===== config.mk =====
export PLATFORM = sky130hd
export DESIGN_NAME = bomb_scheduler
export DESIGN_NICKNAME = d
export VERILOG_FILES = /design/src/rtl/bomberman_pkg.sv /design/src/rtl/bomb_slot.sv /design/src/rtl/bomb_scheduler.sv
export SDC_FILE = /design/constraint.sdc
export NUM_CORES = 1
export LEC_CHECK = 0
export ABC_AREA = 0
export CAP_MARGIN = 10
export CELL_PAD_IN_SITES_DETAIL_PLACEMENT = 1
export CELL_PAD_IN_SITES_GLOBAL_PLACEMENT = 1
export CORE_UTILIZATION = 40
export CTS_BUF_LIST = sky130_fd_sc_hd__clkbuf_8
export DETAILED_ROUTE_END_ITERATION = 6
export PLACE_DENSITY = 0.72
export RECOVER_POWER = 25
export SLEW_MARGIN = 0
export SYNTH_ARGS = -nofsm -noshare
export SYNTH_HDL_FRONTEND = slang
export SYNTH_SLANG_ARGS = --single-unit

===== constraint.sdc =====
create_clock -name clock -period 10.4 [get_ports clock]
set_clock_uncertainty 0.05 [all_clocks]
set_input_delay 2.08 -clock clock [delete_from_list [all_inputs] [get_ports clock]]
set_output_delay 2.08 -clock clock [all_outputs]
set_load 0.02 [all_outputs]

===== src/rtl/bomberman_pkg.sv =====
// Shared types and constants for the bomb scheduler: slot state enum,
// tile/slot sizing and the default fuse and blast lengths in frame ticks.
package bomberman_pkg;

  localparam int TILE_W              = 7;
  localparam int MAX_BOMBS           = 6;
  localparam int DEFAULT_FUSE_TICKS  = 180;
  localparam int DEFAULT_BLAST_TICKS = 30;

  typedef enum logic [1:0] {
    SLOT_IDLE      = 2'd0,
    SLOT_ARMED     = 2'd1,
    SLOT_EXPLODING = 2'd2
  } slot_state_t;

endpackage


===== src/rtl/bomb_slot.sv =====
// One bomb slot: IDLE -> ARMED (fuse countdown) -> EXPLODING (blast countdown) -> IDLE.
// The current state is exposed on the state port so checkers can bind to it.
module bomb_slot
  import bomberman_pkg::*;
#(
  parameter logic [7:0] FUSE_TICKS  = 8'(DEFAULT_FUSE_TICKS),
  parameter logic [7:0] BLAST_TICKS = 8'(DEFAULT_BLAST_TICKS)
) (
  input  logic              clock,
  input  logic              reset,
  input  logic              clear,
  input  logic              tick,
  input  logic              alloc,
  input  logic [TILE_W-1:0] alloc_tile,
  input  logic              alloc_owner,
  input  logic              chain_hit,
  output slot_state_t       state,
  output logic [TILE_W-1:0] tile,
  output logic              owner,
  output logic              fire
);

  slot_state_t state_next;
  logic [7:0]  timer;
  logic        last_tick;

  always_ff @(posedge clock) begin
    if (reset || clear) state <= SLOT_IDLE;
    else                state <= state_next;
  end

  always_comb begin
    last_tick  = tick && (timer == 8'd1);
    state_next = state;
    case (state)
      SLOT_IDLE:      if (alloc) state_next = SLOT_ARMED;
      SLOT_ARMED:     if (last_tick || chain_hit) state_next = SLOT_EXPLODING;
      SLOT_EXPLODING: if (last_tick) state_next = SLOT_IDLE;
      default:        state_next = SLOT_IDLE;
    endcase
  end

  // fire marks the cycle whose closing edge moves ARMED to EXPLODING.
  always_comb begin
    fire = (state == SLOT_ARMED) && (last_tick || chain_hit);
  end

  always_ff @(posedge clock) begin
    if (reset) begin
      timer <= '0;
      tile  <= '0;
      owner <= 1'b0;
    end else if (clear) begin
      timer <= '0;
    end else begin
      case (state)
        SLOT_IDLE: begin
          if (alloc) begin
            timer <= FUSE_TICKS;
            tile  <= alloc_tile;
            owner <= alloc_owner;
          end
        end
        SLOT_ARMED: begin
          if (fire)      timer <= BLAST_TICKS;
          else if (tick) timer <= timer - 8'd1;
        end
        SLOT_EXPLODING: begin
          if (tick) timer <= timer - 8'd1;
        end
        default: timer <= '0;
      endcase
    end
  end

endmodule


===== src/rtl/bomb_scheduler.sv =====
// Six-slot bomb scheduler: placement arbitration between two players, per-player
// live limits, detonation serializer and a combinational slot read port.
// Defining BOMB_CHAIN_EN adds chain_valid/chain_tile chain-detonation inputs.
module bomb_scheduler
  import bomberman_pkg::*;
#(
  parameter int FUSE_TICKS   = DEFAULT_FUSE_TICKS,
  parameter int BLAST_TICKS  = DEFAULT_BLAST_TICKS,
  parameter int PLAYER_LIMIT = 3
) (
  input  logic              clock,
  input  logic              reset,
  input  logic              tick,
  input  logic              clear,
`ifdef BOMB_CHAIN_EN
  input  logic              chain_valid,
  input  logic [TILE_W-1:0] chain_tile,
`endif
  input  logic              p1_place,
  input  logic              p2_place,
  input  logic [TILE_W-1:0] p1_tile,
  input  logic [TILE_W-1:0] p2_tile,
  output logic              p1_grant,
  output logic              p2_grant,
  output logic              p1_deny,
  output logic              p2_deny,
  input  logic [2:0]        bomb_id,
  output logic              bomb_active,
  output logic              bomb_exploding,
  output logic [TILE_W-1:0] bomb_tile,
  output logic              explode_start,
  output logic [TILE_W-1:0] explode_tile
);

  slot_state_t           slot_state [MAX_BOMBS];
  logic [TILE_W-1:0]     slot_tile  [MAX_BOMBS];
  logic                  slot_owner [MAX_BOMBS];
  logic [MAX_BOMBS-1:0]  fire;
  logic [MAX_BOMBS-1:0]  chain_hit;
  logic [MAX_BOMBS-1:0]  alloc_vec;
  logic [MAX_BOMBS-1:0]  free_onehot;
  logic [MAX_BOMBS-1:0]  pending;
  logic [MAX_BOMBS-1:0]  pending_next;

  logic                  prio_p2;
  logic                  req1, req2, pick_p2, any_req;
  logic [TILE_W-1:0]     want_tile;
  logic                  tile_taken, has_idle, accept, reject;
  int                    owner_live;
  logic                  serve_any;
  logic [TILE_W-1:0]     serve_tile;
  logic [MAX_BOMBS-1:0]  serve_onehot;

  // Handshake: pN_place is a level held until pN_grant or pN_deny pulses one
  // cycle after sampling; the request is ignored during its own outcome cycle.
  always_comb begin
    req1        = p1_place && !(p1_grant || p1_deny);
    req2        = p2_place && !(p2_grant || p2_deny);
    pick_p2     = req2 && (!req1 || prio_p2);
    any_req     = req1 || req2;
    want_tile   = pick_p2 ? p2_tile : p1_tile;
    owner_live  = 0;
    tile_taken  = 1'b0;
    has_idle    = 1'b0;
    free_onehot = '0;
    for (int i = MAX_BOMBS - 1; i >= 0; i--) begin
      if (slot_state[i] == SLOT_IDLE) begin
        has_idle       = 1'b1;
        free_onehot    = '0;
        free_onehot[i] = 1'b1;
      end else begin
        if (slot_owner[i] == pick_p2) owner_live = owner_live + 1;
        if (slot_tile[i] == want_tile) tile_taken = 1'b1;
      end
    end
    accept    = any_req && !clear && has_idle && !tile_taken && (owner_live < PLAYER_LIMIT);
    reject    = any_req && !clear && !accept;
    alloc_vec = accept ? free_onehot : '0;
  end

`ifdef BOMB_CHAIN_EN
  always_comb begin
    for (int i = 0; i < MAX_BOMBS; i++) begin
      chain_hit[i] = chain_valid && (slot_tile[i] == chain_tile);
    end
  end
`else
  assign chain_hit = '0;
`endif

  for (genvar g = 0; g < MAX_BOMBS; g++) begin : g_slot
    bomb_slot #(
      .FUSE_TICKS (8'(FUSE_TICKS)),
      .BLAST_TICKS(8'(BLAST_TICKS))
    ) u_slot (
      .clock      (clock),
      .reset      (reset),
      .clear      (clear),
      .tick       (tick),
      .alloc      (alloc_vec[g]),
      .alloc_tile (want_tile),
      .alloc_owner(pick_p2),
      .chain_hit  (chain_hit[g]),
      .state      (slot_state[g]),
      .tile       (slot_tile[g]),
      .owner      (slot_owner[g]),
      .fire       (fire[g])
    );
  end

  // Serve the lowest pending detonation; a new detonation sets its flag on the same edge.
  always_comb begin
    serve_any    = 1'b0;
    serve_tile   = '0;
    serve_onehot = '0;
    for (int i = MAX_BOMBS - 1; i >= 0; i--) begin
      if (pending[i]) begin
        serve_any       = 1'b1;
        serve_tile      = slot_tile[i];
        serve_onehot    = '0;
        serve_onehot[i] = 1'b1;
      end
    end
    pending_next = (pending & ~serve_onehot) | fire;
  end

  always_ff @(posedge clock) begin
    if (reset) begin
      p1_grant      <= 1'b0;
      p2_grant      <= 1'b0;
      p1_deny       <= 1'b0;
      p2_deny       <= 1'b0;
      prio_p2       <= 1'b0;
      pending       <= '0;
      explode_start <= 1'b0;
      explode_tile  <= '0;
    end else if (clear) begin
      p1_grant      <= 1'b0;
      p2_grant      <= 1'b0;
      p1_deny       <= 1'b0;
      p2_deny       <= 1'b0;
      pending       <= '0;
      explode_start <= 1'b0;
      explode_tile  <= '0;
    end else begin
      p1_grant      <= accept && !pick_p2;
      p2_grant      <= accept && pick_p2;
      p1_deny       <= reject && !pick_p2;
      p2_deny       <= reject && pick_p2;
      if (req1 && req2) prio_p2 <= !prio_p2;
      pending       <= pending_next;
      explode_start <= serve_any;
      explode_tile  <= serve_tile;
    end
  end

  always_comb begin
    bomb_active    = 1'b0;
    bomb_exploding = 1'b0;
    bomb_tile      = '0;
    for (int i = 0; i < MAX_BOMBS; i++) begin
      if (bomb_id == 3'(i)) begin
        bomb_active    = (slot_state[i] != SLOT_IDLE);
        bomb_exploding = (slot_state[i] == SLOT_EXPLODING);
        bomb_tile      = (slot_state[i] != SLOT_IDLE) ? slot_tile[i] : '0;
      end
    end
  end

endmodule


---- Word-level counts from Yosys, hierarchy flattened ----
Index checks and enable logic that the tools add are counted.
word-level totals
  flip-flop bits (word level) ............. 127
  input bits .............................. 23
  output and inout bits ................... 21
operators by class
  add/sub/neg operators ................... 11
  order comparisons ....................... 1
  equality and inequality tests ........... 53
  muxes and demuxes ....................... 128
  bitwise gates (word level) .............. 4
  reduce and logical (&&, ||, !) cells .... 65
operators by type and width
  cell                   number
  $mux 32                10
  $add 32x2->32 const B  5
  $mux 8                 18
  $pmux 8 s3             6
  $mux 7                 19
  $mux 6                 13
  $eq 8x1->1 const B     6
  $sub 8x1->8 const B    6
  $eq 7x7->1             6
  $mux 1                 38
  $mux 2                 18
  $pmux 2 s3             6
  $reduce_and 3->1       12
  $lt 32x3->1 const B    1
  $logic_and 1x1->1      25
  $ne 2x1->1 const B     12
  $eq 2x1->1 const B     6
  $eq 2x2->1 const B     6
  $logic_not 2->1        6
  $ne 2x2->1 const B     6
  $reduce_bool 2->1      6
  $logic_not 1->1        8
  $and 6x6->6            1
  $eq 1x1->1             6
  other kinds (10)       16

---- Logic depth before layout (Yosys ltp) ----
  depth in word-level cells ............... 29
  mapped depth ............................ 27

---- Modules after synthesis ----
Synthesis repeated with hierarchy kept, for this count alone.
second synthesis, totals
  cell total of the unflattened synthesis .. 1106
  area, all modules ....................... 8545.7 µm²
modules (own cells, without submodules)
  module                            times used  cells each  area an instance (µm²)
  bomb_slot (g_slot[0].u_slot ...)  4           117         968.4
  bomb_scheduler                    1           386         2772.7
  bomb_slot (g_slot[4].u_slot ...)  2           126         949.7

---- Least setup slack after synthesis ----
No wires, ideal clock.
  path type ............................... input-to-reg
  start ................................... input p2_place
  end ..................................... register g_slot[5].u_slot.timer[3]
  setup time .............................. 114 ps
  data arrival time ....................... 7771 ps
  required time ........................... 10236 ps
  slack ................................... 2465 ps
  stages .................................. 26
  buffers on the path ..................... 4
  path through ............................ or3b_1 -> buf_2 -> nor2_2 -> clkbuf_1 -> xnor2_1 -> ha_1 -> a221oi_1 -> inv_1 -> ha_1 -> nand4_1 -> nand2_1 -> ha_1 -> a21oi_1 -> a31oi_1 -> ha_1 -> nand2_1 -> nand2_1 -> ha_1 -> or4b_2 -> a211o_1 -> a2bb2oi_4 -> o211ai_4 -> or4_1 -> buf_6 -> buf_6 -> a21o_1
on the way
  cells in the longest elaborated chain, start to end .. 24
RTL lines
  element                   RTL line              source
  from (decl)               bomb_scheduler.sv:20  input logic p2_place,
  $logic_and 1x1->1 (*)     bomb_scheduler.sv:58  req2 = p2_place && !(p2_grant || p2_deny);
  $logic_and 1x1->1         bomb_scheduler.sv:59  pick_p2 = req2 && (!req1 || prio_p2);
  $eq 1x1->1                bomb_scheduler.sv:72  if (slot_owner[i] == pick_p2) owner_live = owner_live + 1;
  $mux 1                    bomb_scheduler.sv:72
  $mux 1                    bomb_scheduler.sv:67  if (slot_state[i] == SLOT_IDLE) begin
  $add 32x2->32             bomb_scheduler.sv:72
  $mux 32                   bomb_scheduler.sv:72
  $mux 32                   bomb_scheduler.sv:67
  [... 8 more ...]          --
  $mux 32                   bomb_scheduler.sv:67
  $add 32x2->32             bomb_scheduler.sv:72
  $mux 32                   bomb_scheduler.sv:72
  $mux 32                   bomb_scheduler.sv:67
  $lt 32x3->1               bomb_scheduler.sv:76  accept = any_req && !clear && has_idle && !tile_taken && (owner_live < PLAYER_LIMIT);
  $logic_and 1x1->1 (*)     bomb_scheduler.sv:76
  $mux 6 (*)                bomb_scheduler.sv:78  alloc_vec = accept ? free_onehot : '0;
  $ne 2x2->1 (no line) (*)  --
  to (signal assigned)      bomb_slot.sv:66       else if (tick) timer <= timer - 8'd1;
  to (signal assigned)      bomb_slot.sv:69       if (tick) timer <= timer - 8'd1;
  to (decl)                 bomb_slot.sv:24       logic [7:0] timer;
Every way passes the cells marked *; elsewhere a longest branch is shown, timed or not.
A chain may end at the register's enable or synchronous reset.

---- Worst setup path after layout ----
  start ................................... input p2_place
  end ..................................... register g_slot[5].u_slot.timer[1]
Same word-level chain as after synthesis.

==> results.cfg <==
[global_routing]
grt_start_max_net_pins = 66
antenna_found_initial = 0
globalRouteTotalUtil = 0.273
first_global_vias = 8530
grt_overflow_total = 0
grt_pass1_wl_um = 47000

[sta]
final.setup.tns_ns = 0
slew_headroom = -1.10
rsz0062_at_grt = no
worst_pin_slew_ns = 3.15
slew_violations = 173
hold_viol = 0
fin_crit_sh = 0.887
setup_viol = 0
period_minus_slack_ns = 9.22
fmax_ghz = 0.108
worst_slack_ns = 1.18

[routing]
wl_per_cell_um = 21.0
routed_wl_um = 29500
wl_met2_um = 13300
drt-initial-drc-count = 677
wl_met1_um = 13800
wl_met3_um = 1640
first_pass_iters = 6
dr.max_layer_used = met4
drc = 0
via_per_inst = 6.15
postRouteAntennaNets = 0
vias = 8618

[clock_network]
post_cts_buffers = 0
cts_tree = done
clock-sinks = 127
cts_buffer_depth = 2
cts-root-buf = clkbuf_8
hold_buffers = 0
clk_latency_ns = 0.46
ctsResizeCount = 0
cts_max_level = 4
numCtsBuffers = 17
clkTransAtPathRegs_ns = 0.08

[pwr]
seqPwrFrac = 0.467
power_density_nw_per_um2 = 112
p_comb_frac = 0.117
switchingPower_mw = 0.318
leakage_nw = 3.68
switching_share = 0.297
peakVddDrop_mv = 0.0746
clkPwrFrac = 0.416
intPower_mw = 0.753
power_mw = 1.07

[place]
io_buffers = 43
gp_congestion = 0.932
dp_hpwl_um = 21300
pre_cts_slack_ns = 0.695

[cells_and_area]
diodes = 0
final_nets = 1154
areaGrowthSynthToFinish_pct = 10.7
drive_gt1_frac = 0.0665

[die]
fp.dieW_um = 149
core.rowCount = 53
fp.dieArea_um2 = 22200
initial_core_util = 0.410
io-pin-count = 44
die_h_um = 149
fp.coreArea_um2 = 21100

[setup_path]
start_kind = input port
slowest_delay_ns = 0.93
critPathMaxFanout = 24
path_common_cell = ha_1
required_ns = 10.71
cp-end-kind = flop
worst_ep_arrival_time_ns = 9.53
critical-path-slowest-cell = or4_1
path_cells = clkdlybuf4s50_1 > or3b_1 > nor2_2 > xnor2_1 > ha_1 > a221oi_1 > inv_1 > ha_1 > nand4_1 > nand2_1 > ha_1 > a21oi_1 > a31oi_1 > ha_1 > nand2_1 > nand2_1 > ha_1 > or4b_2 > a211o_1 > a2bb2oi_4 > o211ai_4 > or4_1 > a41o_1
worst-setup-path-type = input port to flop

[status]
status = finished, violations left
violations = max-capacitance violations, max-slew violations

[yosys]
synthesis.nets = 1157
ys_ff_latch = 127
netlist.top_cell.by_area = dfxtp_1
syn_area_um2 = 8650
async_flop_share = 0
synth_area_leaders = dfxtp_1, a21oi_1, mux2i_1, nor2_1, xor2_1
synth_cells = 1117
seq_area_frac_synth = 0.294
yosys_most_used_dff = dfxtp_1
synth-edff-count = 0
synth_warnings = 0
synth_cell_types = 81
syn_area_per_cell_um2 = 7.74
synth_top_area_share = 0.294

[run]
drv_cap = 3

[hold_path]
hold_path_class = flop to flop
==> per-stage QoR <==
stage	cell area, µm²	util	std cells	hold WS, ns
6_report	9570	0.454	1402	0.421
5_1_grt	9570	0.454	1402	0.466
4_1_cts	9590	0.455	1402	0.427
3_5_place_dp	9190	0.436	1370	0.409
3_3_place_gp	9190	0.436	1370	0.408
2_1_floorplan	8650	-	1117	0.382
==> placed cells by master, fill, tap and decap left out, types with 26 or more instances in the layout <==
cell type,count
xor2_1,41
dfxtp_1,127
nand3_1,37
xnor2_1,32
inv_1,36
nor2_1,98
mux2i_1,49
nand2b_1,57
clkdlybuf4s50_1,26
nor3_1,46
a21oi_1,99
o21ai_0,45
nand2_1,91
==> worst max-delay path, delay by kind of cell <==
| family | cells | cell delay (ns) |
|---|---|---|
| and+or+nand+nor | 8 | 3.10 |
| AOI/OAI and AO/OA | 7 | 2.02 |
| adders and majority gates | 5 | 1.43 |
| buffers and inverters | 2 | 0.67 |
| xor gates and xnor gates | 1 | 0.20 |
==> area by class of cell <==
class                      instances  area, µm²
tap                              275        344
timing repair buffer              56        513
inverter                          36        135
clock inverter                    15        164
clock buffer                      17        234
sequential                       127       2540
fill                            2609      11500
multi-input combinational        876       5640
==> final timing paths <==
path,startpoint,endpoint,slack [ns],cells after the start
worst min-delay path,g_slot[0].u_slot.timer[6]$_SDFFE_PP0P_,g_slot[0].u_slot.timer[6]$_SDFFE_PP0P_,0.42,1
worst max-delay path,p2_place,g_slot[5].u_slot.timer[1]$_SDFFE_PP0P_,1.18,23
worst min register to register,g_slot[0].u_slot.timer[6]$_SDFFE_PP0P_,g_slot[0].u_slot.timer[6]$_SDFFE_PP0P_,0.42,1
worst max register to register,p2_deny$_SDFF_PP0_,g_slot[5].u_slot.timer[1]$_SDFFE_PP0P_,2.89,22
==> cells by family after synthesis <==
logic type | share of synthesized area
AO/OA/AOI/OAI | 0.229
multiplexers | 0.0593
adder cells (fa/ha/maj) | 0.0246
flip-flops | 0.294
AND/OR/NAND/NOR | 0.265
buffers and inverters | 0.0541
XOR/XNOR | 0.0739
==> metal layers <==
metal,track usage,up-vias
li1,-,4027
met1,0.375,4267
met2,0.431,260
met3,0.0425,64
met4,0.0995,0
met5,0,-
==> power by group through the flow <==
stage          sequential, mW  combinational [mW]  clock, mW
6_report                0.501               0.125      0.445
5_1_grt                 0.502               0.135      0.475
4_1_cts                 0.500               0.124      0.454
3_5_place_dp            0.512               0.123          0
3_3_place_gp            0.512               0.121          0
2_1_floorplan           0.509              0.0847          0
==> cells in the mapped netlist, types with 7 or more instances <==
| cell type | count |
|---|---|
| nand4_1 | 12 |
| dfxtp_1 | 127 |
| nand2_1 | 91 |
| o21ai_0 | 45 |
| inv_1 | 36 |
| buf_2 | 8 |
| nand3_1 | 37 |
| a211oi_1 | 11 |
| xnor2_1 | 32 |
| xor2_1 | 41 |
| a21oi_1 | 99 |
| o22ai_1 | 12 |
| o21a_1 | 8 |
| nor4_1 | 13 |
| o31ai_1 | 7 |
| a22oi_1 | 22 |
| ha_1 | 17 |
| mux2i_1 | 49 |
| nand2b_1 | 57 |
| and3_1 | 9 |
| a2111oi_0 | 7 |
| nor4b_1 | 8 |
| clkbuf_1 | 55 |
| or3_1 | 14 |
| nor2_1 | 98 |
| or2_2 | 13 |
| nor3_1 | 46 |
| a221oi_1 | 7 |
| buf_1 | 11 |
| a31oi_1 | 17 |
==> flip-flops by register name, indices dropped and copies added (netlist names) <==
signal and flops:
g_slot.u_slot.state 12, p2_grant 1, p1_deny 1, prio_p2 1, p2_deny 1, p1_grant 1, g_slot.u_slot.owner 6, g_slot.u_slot.timer 48
g_slot.u_slot.tile 42, explode_start 1, explode_tile 7, pending 6
No activity file was read; power rests on OpenSTA's default activity.
